==> config.mk <==
export PLATFORM = sky130hd
export DESIGN_NAME = spr_nested
export DESIGN_NICKNAME = d
export VERILOG_FILES = /design/src/rtl/spr_nested.sv
export SDC_FILE = /design/constraint.sdc
export NUM_CORES = 1
export LEC_CHECK = 0
export ABC_AREA = 0
export ABC_CLOCK_PERIOD_IN_PS = 24000
export CAP_MARGIN = 10
export CORE_ASPECT_RATIO = 0.5
export CORE_MARGIN = 3
export CORE_UTILIZATION = 55
export DETAILED_ROUTE_END_ITERATION = 8
export HOLD_SLACK_MARGIN = 0.06
export PLACE_DENSITY = 0.77
export SYNTH_ARGS = -nofsm -noshare
export SYNTH_HDL_FRONTEND = slang
export SYNTH_SLANG_ARGS = --single-unit
==> constraint.sdc <==
create_clock -name clk -period 24 [get_ports clk]
set_input_delay 6 -clock clk [delete_from_list [all_inputs] [get_ports clk]]
set_output_delay 6 -clock clk [all_outputs]
set_load 0.005 [all_outputs]
==> src/rtl/spr_nested.sv <==
// spr_nested
// ----------
// Special-purpose register file for the interrupt unit. It holds SR, ESR,
// ECA, EPC, EDATA and a STATUS word. A jisr pulse saves the interrupted
// context, and an rfe pulse restores it. A hardware save stack of NEST_DEPTH
// entries keeps outer exception contexts alive, so a handler can re-enable
// interrupts and take a nested interrupt without losing the outer context.
//
// Ports:
//   clk, reset   rising-edge clock and synchronous active-high reset
//   jisr         capture the interrupted context and push the old one
//   rfe          return from exception: SR <- ESR, pop the saved context
//   mca          masked cause vector, captured into ECA
//   rpt          1 = EPC gets pc (repeat), 0 = EPC gets next_pc
//   pc, next_pc  PC of the interrupted instruction and of its successor
//   ea           effective address of the faulting access, captured into EDATA
//   data_in      movi2s write data
//   reg_sel      register select for read and write
//                (0 SR, 1 ESR, 2 ECA, 3 EPC, 5 EDATA, 6 STATUS)
//   sprw         write enable for data_in into reg_sel
//   spr_out      combinational read of reg_sel
//   sr_out       live SR (interrupt mask)
//   epc_out      live EPC (rfe jump target)
//   nest_depth   number of occupied stack entries
//   nest_ovf     sticky flag, set when a jisr finds the stack full
module spr_nested #(
  parameter int DATA_W     = 32,
  parameter int CAUSE_W    = 23,
  parameter int NEST_DEPTH = 4,
  parameter int DEPTH_W    = $clog2(NEST_DEPTH + 1)
) (
  input  logic               clk,
  input  logic               reset,
  input  logic               jisr,
  input  logic               rfe,
  input  logic [CAUSE_W-1:0] mca,
  input  logic               rpt,
  input  logic [DATA_W-1:0]  pc,
  input  logic [DATA_W-1:0]  next_pc,
  input  logic [DATA_W-1:0]  ea,
  input  logic [DATA_W-1:0]  data_in,
  input  logic [2:0]         reg_sel,
  input  logic               sprw,
  output logic [DATA_W-1:0]  spr_out,
  output logic [DATA_W-1:0]  sr_out,
  output logic [DATA_W-1:0]  epc_out,
  output logic [DEPTH_W-1:0] nest_depth,
  output logic               nest_ovf
);

  // One saved context is {ESR, ECA, EPC, EDATA}.
  localparam int ENTRY_W = 3 * DATA_W + CAUSE_W;
  localparam int IDX_W   = (NEST_DEPTH > 1) ? $clog2(NEST_DEPTH) : 1;
  localparam logic [DEPTH_W-1:0] DEPTH_MAX = DEPTH_W'(NEST_DEPTH);

  logic [DATA_W-1:0]  sr;
  logic [DATA_W-1:0]  esr;
  logic [CAUSE_W-1:0] eca;
  logic [DATA_W-1:0]  epc;
  logic [DATA_W-1:0]  edata;
  logic [DEPTH_W-1:0] depth;
  logic               ovf;

  // Stack storage has no reset. Clearing the depth is enough to discard
  // its contents.
  logic [ENTRY_W-1:0] stack [NEST_DEPTH];

  logic               stack_full;
  logic               stack_empty;
  logic [IDX_W-1:0]   push_idx;
  logic [IDX_W-1:0]   pop_idx;
  logic [ENTRY_W-1:0] live_ctx;
  logic [DATA_W-1:0]  status_word;

  // Stack addressing. A push writes entry 'depth', and a pop reads entry
  // 'depth-1'. The out-of-range cases (push when full, pop when empty) are
  // gated by stack_full and stack_empty, so the truncated indices are only
  // used when they are valid.
  always_comb begin
    stack_full  = (depth >= DEPTH_MAX);
    stack_empty = (depth == '0);
    push_idx    = IDX_W'(depth);
    pop_idx     = IDX_W'(depth - DEPTH_W'(1));
    live_ctx    = {esr, eca, epc, edata};
  end

  // STATUS word: the sticky overflow flag is in the MSB, and the depth
  // counter is in the low bits.
  always_comb begin
    status_word              = '0;
    status_word[DEPTH_W-1:0] = depth;
    status_word[DATA_W-1]    = ovf;
  end

  // Architectural register update. Only the highest-priority event of the
  // cycle acts (reset > jisr > rfe > sprw), and lower ones are dropped.
  // On jisr the capture always happens, even when the push overflows, so the
  // oldest saved contexts survive and the newest live one is lost.
  always_ff @(posedge clk) begin
    if (reset) begin
      sr    <= '0;
      esr   <= '0;
      eca   <= '0;
      epc   <= '0;
      edata <= '0;
      depth <= '0;
      ovf   <= 1'b0;
    end else if (jisr) begin
      if (stack_full) begin
        ovf <= 1'b1;
      end else begin
        depth <= depth + DEPTH_W'(1);
      end
      esr   <= sr;
      sr    <= '0;
      eca   <= mca;
      epc   <= rpt ? pc : next_pc;
      edata <= ea;
    end else if (rfe) begin
      sr <= esr;
      if (!stack_empty) begin
        {esr, eca, epc, edata} <= stack[pop_idx];
        depth <= depth - DEPTH_W'(1);
      end
    end else if (sprw) begin
      case (reg_sel)
        3'd0: sr    <= data_in;
        3'd1: esr   <= data_in;
        3'd2: eca   <= data_in[CAUSE_W-1:0];
        3'd3: epc   <= data_in;
        3'd5: edata <= data_in;
        3'd6: if (data_in[DATA_W-1]) ovf <= 1'b0;
        default: ;
      endcase
    end
  end

  // Save-stack write port. Only a jisr that finds room stores the pre-edge
  // live context. No other event writes the stack.
  always_ff @(posedge clk) begin
    if (!reset && jisr && !stack_full) begin
      stack[push_idx] <= live_ctx;
    end
  end

  // Zero-latency read mux. This path has no bypass, so a same-cycle write is
  // not visible until the next cycle.
  always_comb begin
    case (reg_sel)
      3'd0:    spr_out = sr;
      3'd1:    spr_out = esr;
      3'd2:    spr_out = DATA_W'(eca);
      3'd3:    spr_out = epc;
      3'd5:    spr_out = edata;
      3'd6:    spr_out = status_word;
      default: spr_out = '0;
    endcase
  end

  // Live outputs.
  always_comb begin
    sr_out     = sr;
    epc_out    = epc;
    nest_depth = depth;
    nest_ovf   = ovf;
  end

endmodule

## Word level (Yosys, flattened, before mapping)

Memories as Yosys holds them, arrays and structs flattened.
Cells that the tools add are included.

- Memory bits (writable): 476
- Logic and storage cells: 83
- Register bits after elaboration: 155
- Memories kept: 1

Memories:

| memory | depth | bits a word | read ports | clocked after Yosys merged registers in | write ports | line | text |
|---|---|---|---|---|---|---|---|
| stack | 4 | 119 | 1 | 0 | 1 | 66 | `logic [ENTRY_W-1:0] stack [NEST_DEPTH];` |

- Reduce and logical (&&, ||, !) cells: 25
- Add/subtract/negate cells: 2
- Mux-type cells: 37
- Equal/unequal tests: 10
- Order comparisons: 1

Operator list:

| kind | count |
|---|---|
| $mux W32 | 19 |
| $pmux W32 S6 | 1 |
| $mux W23 | 5 |
| $reduce_and A3 Y1 | 5 |
| $reduce_bool A3 Y1 | 5 |
| $mux W3 | 4 |
| $reduce_bool A2 Y1 | 6 |
| $mux W1 | 8 |
| $eq A3 B2 Y1 const B | 2 |
| $eq A3 B3 Y1 const B | 2 |
| $logic_not A3 Y1 | 2 |
| $ne A2 B2 Y1 const B | 3 |
| $reduce_and A5 Y1 | 1 |
| $add A3 B1 Y3 const B | 1 |
| $eq A3 B1 Y1 const B | 1 |
| $ge A3 B3 Y1 const B | 1 |
| $ne A3 B3 Y1 const B | 1 |
| $sub A3 B1 Y3 const B | 1 |
| $logic_and A1 B1 Y1 | 2 |
| $logic_not A1 Y1 | 2 |
| $ne A2 B1 Y1 const B | 1 |
| $reduce_and A2 Y1 | 1 |
| $reduce_or A2 Y1 | 1 |

## Logic depth before layout (Yosys ltp)

- Word-level depth: 5
- Mapped depth: 11
- Mapped depth without buffers: 6

## Worst setup path after synthesis

No wires, ideal clock.

- Path type: in2reg
- Start point: input port jisr
- End point: memory stack[3][0] (netlist name) (enable)
- Data required time: 23.112 ns
- Data arrival time: 17.879 ns
- Stages on the path: 4
- Library setup time: 0.888 ns
- Slack: 5.233 ns
- Path through: inv_1 > clkbuf_1 > clkbuf_1 > nor4_1

- Longest elaborated chain between the ends: 4

RTL lines:

| item | line | text |
|---|---|---|
| start, declared | 34 | `input logic jisr,` |
| $logic_and A1 B1 Y1 (2 in series) | 141 | `if (!reset && jisr && !stack_full) begin` |
| $mux W1 | 141 |  |
| $mux W1 (implied by the code) | 142 | `stack[push_idx] <= live_ctx;` |
| end, declared | 66 |  |

Every way passes these cells.

## Worst setup path in the final report

- Start point: input port reg_sel[0]
- End point: output port spr_out[30]

- Longest elaborated chain between the ends: 2
- Elaborated cells on any way between the ends: 7

RTL lines:

| item | line | text |
|---|---|---|
| start, declared | 42 | `input logic [2:0] reg_sel,` |
| $eq A3 B3 Y1 (tied with other cells) | 149 | `case (reg_sel)` |
| $pmux W32 S6 (*) | 149 |  |
| end, declared | 44 | `output logic [DATA_W-1:0] spr_out,` |

Mark *: on every way between the ends. The rest lies on a longest branch, timed or not.

==> impl_metrics.csv <==
group,metric,value,unit
outcome,outcome,"finished, final reports clean",
setup_path,crit_required,18.00,ns
placement,place.gp.congestion,0.840,
synthesis,async_flop_share,0,%
floorplanning,start_util,56.8,%
synthesis,avgSynthCellArea,15.6,um2
placement,io_buffer_count,259,
timing,setup_viol,0,
synthesis,synth_fp_nets,1837,
floorplanning,die_x,314,um
clock_tree,cts_tree,"built",
floorplanning,die_y,160,um
timing,finalSetupTns,0,ns
synthesis,synth_common_cells,"edfxtp_1 (476), nor2_1 (165), dfxtp_1 (155), mux4_2 (128), nand2_1 (109)",
clock_tree,cts_hold_buf,0,
setup_path,regToRegStartpoint,"nest_depth[1]",
pwr,comb_power_share,14.6,%
clock_tree,cts_buffer_depth,3,
synthesis,synth_ff_type,"edfxtp_1",
pwr,vdd_drop_max,0.0621,mV
setup_path,critPathKind,"primary input to output pin",
setup_path,rrSetupSlack,20.36,ns
clock_tree,clk_pin_slew,0.07,ns
routing,postRouteAntennaNets,0,
clock_tree,cts_buffers,52,
floorplanning,die-area,0.0504,mm2
pwr,switchingPower,0.648,mW
hold_path,min_from,"edata[2]",
grt,grt_max_degree,119,
finish,area_growth,17.9,%
pwr,p_seq_share,51.5,%
clock_tree,clkSinkCount,631,
setup_path,crit_path_end_kind,"output pin",
run,drv_cap,0,
routing,wl_per_cell,27.8,um
timing,hold_viol_final,0,
synthesis,netlist.area_leader.share,54.6,%
synthesis,synthDistinctLibCells,42,
synthesis,ys_seq_area_share,66.5,%
synthesis,synth_area_leaders,"edfxtp_1 (55%), dfxtp_1 (12%), mux4_2 (11%)",
grt,grt_pass1_wl,106000,um
clock_tree,cts.repair.resized,0,
routing,firstDrtPassIters,9,
finish,nets,2029,
timing,max_slew_margin,23.0,%
routing,vias_per_cell,6.54,
grt,overflow,0,
synthesis,synth.cell_area,0.0262,mm2
placement,dp_hpwl,43400,um
synthesis,synth_edf_count,476,
timing,period_minus_slack,14.84,ns
floorplanning,row_count,55,
grt,grtUsageTotal,27.8,%
clock_tree,insertion_delay,0.59,ns
routing,wirelength,70500,um
timing,post-route-period-util,61.8,%
grt,grt_pass1_vias,16500,
timing,final_max_slew_viol_count,0,
synthesis,netlist_instances,1672,
clock_tree,cts_root_buf,"clkbuf_16",
clock_tree,htree_levels,2,
setup_path,cp.arrival,8.84,ns
grt,antenna_found_initial,1,
routing,vias,16600,
floorplanning,coreArea,0.0460,mm2
clock_tree,cts_setup_buffers,0,
synthesis,synth_top_area_cell,"edfxtp_1",
floorplanning,io_pins,260,
setup_path,start_kind,"primary input",
pwr,intPower,1.92,mW
finish,post_route_cells_drive_above_1_share,17.3,%
setup_path,cp_max_fo,32,
setup_path,cp-startpoint,"reg_sel[0]",
routing,drt_iter0_drc,2230,
pwr,swShare,25.2,%
pwr,p_per_area,83.3,mW/mm2
timing,rsz0062_at_grt,"no",
timing,skew,0.0213,ns
pwr,pwr-share-clk,33.8,%
timing,max_freq,0.0674,GHz
hold_path,hold_path_class,"flop to flop",
synthesis,synth_seq_cells,631,
timing,tightestPinTransition,1.15,ns
routing,drc,0,
synthesis,ys_warn_count,0,
timing,hold_slack,0.534,ns
synthesis,yosysMostFrequentCell,"edfxtp_1",
pwr,leakage,10.0,nW
==> final timing paths <==
path | endpoint | depth (start not counted)
min reg2reg | stack[0][2] | 0
max reg2reg | eca[14] | 6
max | spr_out[30] | 6
min | stack[0][2] | 0
==> routing by layer <==
metal	GRT usage, %	part of all wire, %	vias up
met3	3.66	7.3	209
met1	35.1	36	8272
met4	17.5	7.1	0
met5	0	0	-
met2	46.0	50	955
li1	-	-	7152
==> layout by cell type (no fill, tap or decap), types with 3 or more instances in the layout <==
cell type / n
o21a_1: 3
clkinv_2: 7
clkbuf_16: 53
inv_1: 10
buf_2: 5
a311oi_1: 4
mux2_2: 47
clkinv_1: 11
nand2_1: 109
a22oi_1: 28
o221ai_4: 4
clkbuf_8: 5
nand3b_1: 3
a311oi_2: 28
a211oi_2: 3
dfxtp_1: 154
a222oi_1: 87
edfxtp_1: 476
a21oi_1: 80
and2_4: 3
o21ai_0: 17
nor2_1: 163
ha_1: 4
a211oi_1: 84
mux4_2: 128
buf_4: 28
mux2i_1: 42
clkbuf_1: 13
o22ai_1: 13
bufinv_16: 6
nand3_1: 8
clkdlybuf4s50_1: 252
==> worst max-delay path, cell delays in order <==
cell	delay, ns
buf_2	0.34
buf_4	0.51
and2_1	0.90
a21oi_1	0.15
o21ai_0	0.31
clkdlybuf4s50_1	0.57
==> power groups by stage <==
stage / clock network [mW] / logic [mW] / registers (mW)
global placement: 0 / 0.367 / 1.34
CTS: 0.877 / 0.376 / 1.32
floorplan: 0 / 0.250 / 1.31
finish: 0.870 / 0.376 / 1.32
detailed placement: 0 / 0.373 / 1.35
global route: 0.921 / 0.402 / 1.33
==> cell type report <==
| cell class | count | area [um2] |
|---|---|---|
| Fill cell | 3053 | 15200 |
| Clock buffer | 71 | 1440 |
| Multi-Input combinational cell | 881 | 8100 |
| Clock inverter | 27 | 285 |
| Timing Repair Buffer | 286 | 2780 |
| Sequential cell | 631 | 17400 |
| Antenna cell | 1 | 2.50 |
| Inverter | 12 | 45.0 |
| Tap cell | 627 | 785 |
==> through the flow <==
| step | power (mW) | instances | worst slack, ns | instance area, um2 | utilization, % |
|---|---|---|---|---|---|
| floorplan | 1.56 | 1672 | 5.23 | 26200 | - |
| global placement | 1.71 | 2437 | 9.24 | 29100 | 63.2 |
| detailed placement | 1.72 | 2437 | 9.20 | 29100 | 63.2 |
| CTS | 2.58 | 2535 | 9.21 | 30800 | 67.0 |
| global route | 2.65 | 2536 | 8.96 | 30800 | 67.0 |
| finish | 2.57 | 2536 | 9.16 | 30800 | 67.0 |
==> state kept, by name, indices dropped and copies added (netlist names) <==
signal / cells
nest_depth: 3
eca: 23
epc_out: 32
sr_out: 32
edata: 32
esr: 32
stack: 476
nest_ovf: 1
==> logic make-up after synthesis <==
| kind of cell | Yosys count | synth area share [%] |
|---|---|---|
| AOI/OAI and AO/OA | 356 | 11.2 |
| buffers and inverters | 160 | 2.76 |
| muxes | 217 | 14.7 |
| and+or+nand+nor | 303 | 4.65 |
| DFF | 631 | 66.5 |
| adders and majority gates | 5 | 0.239 |
Power figures use the tool's default switching activity.
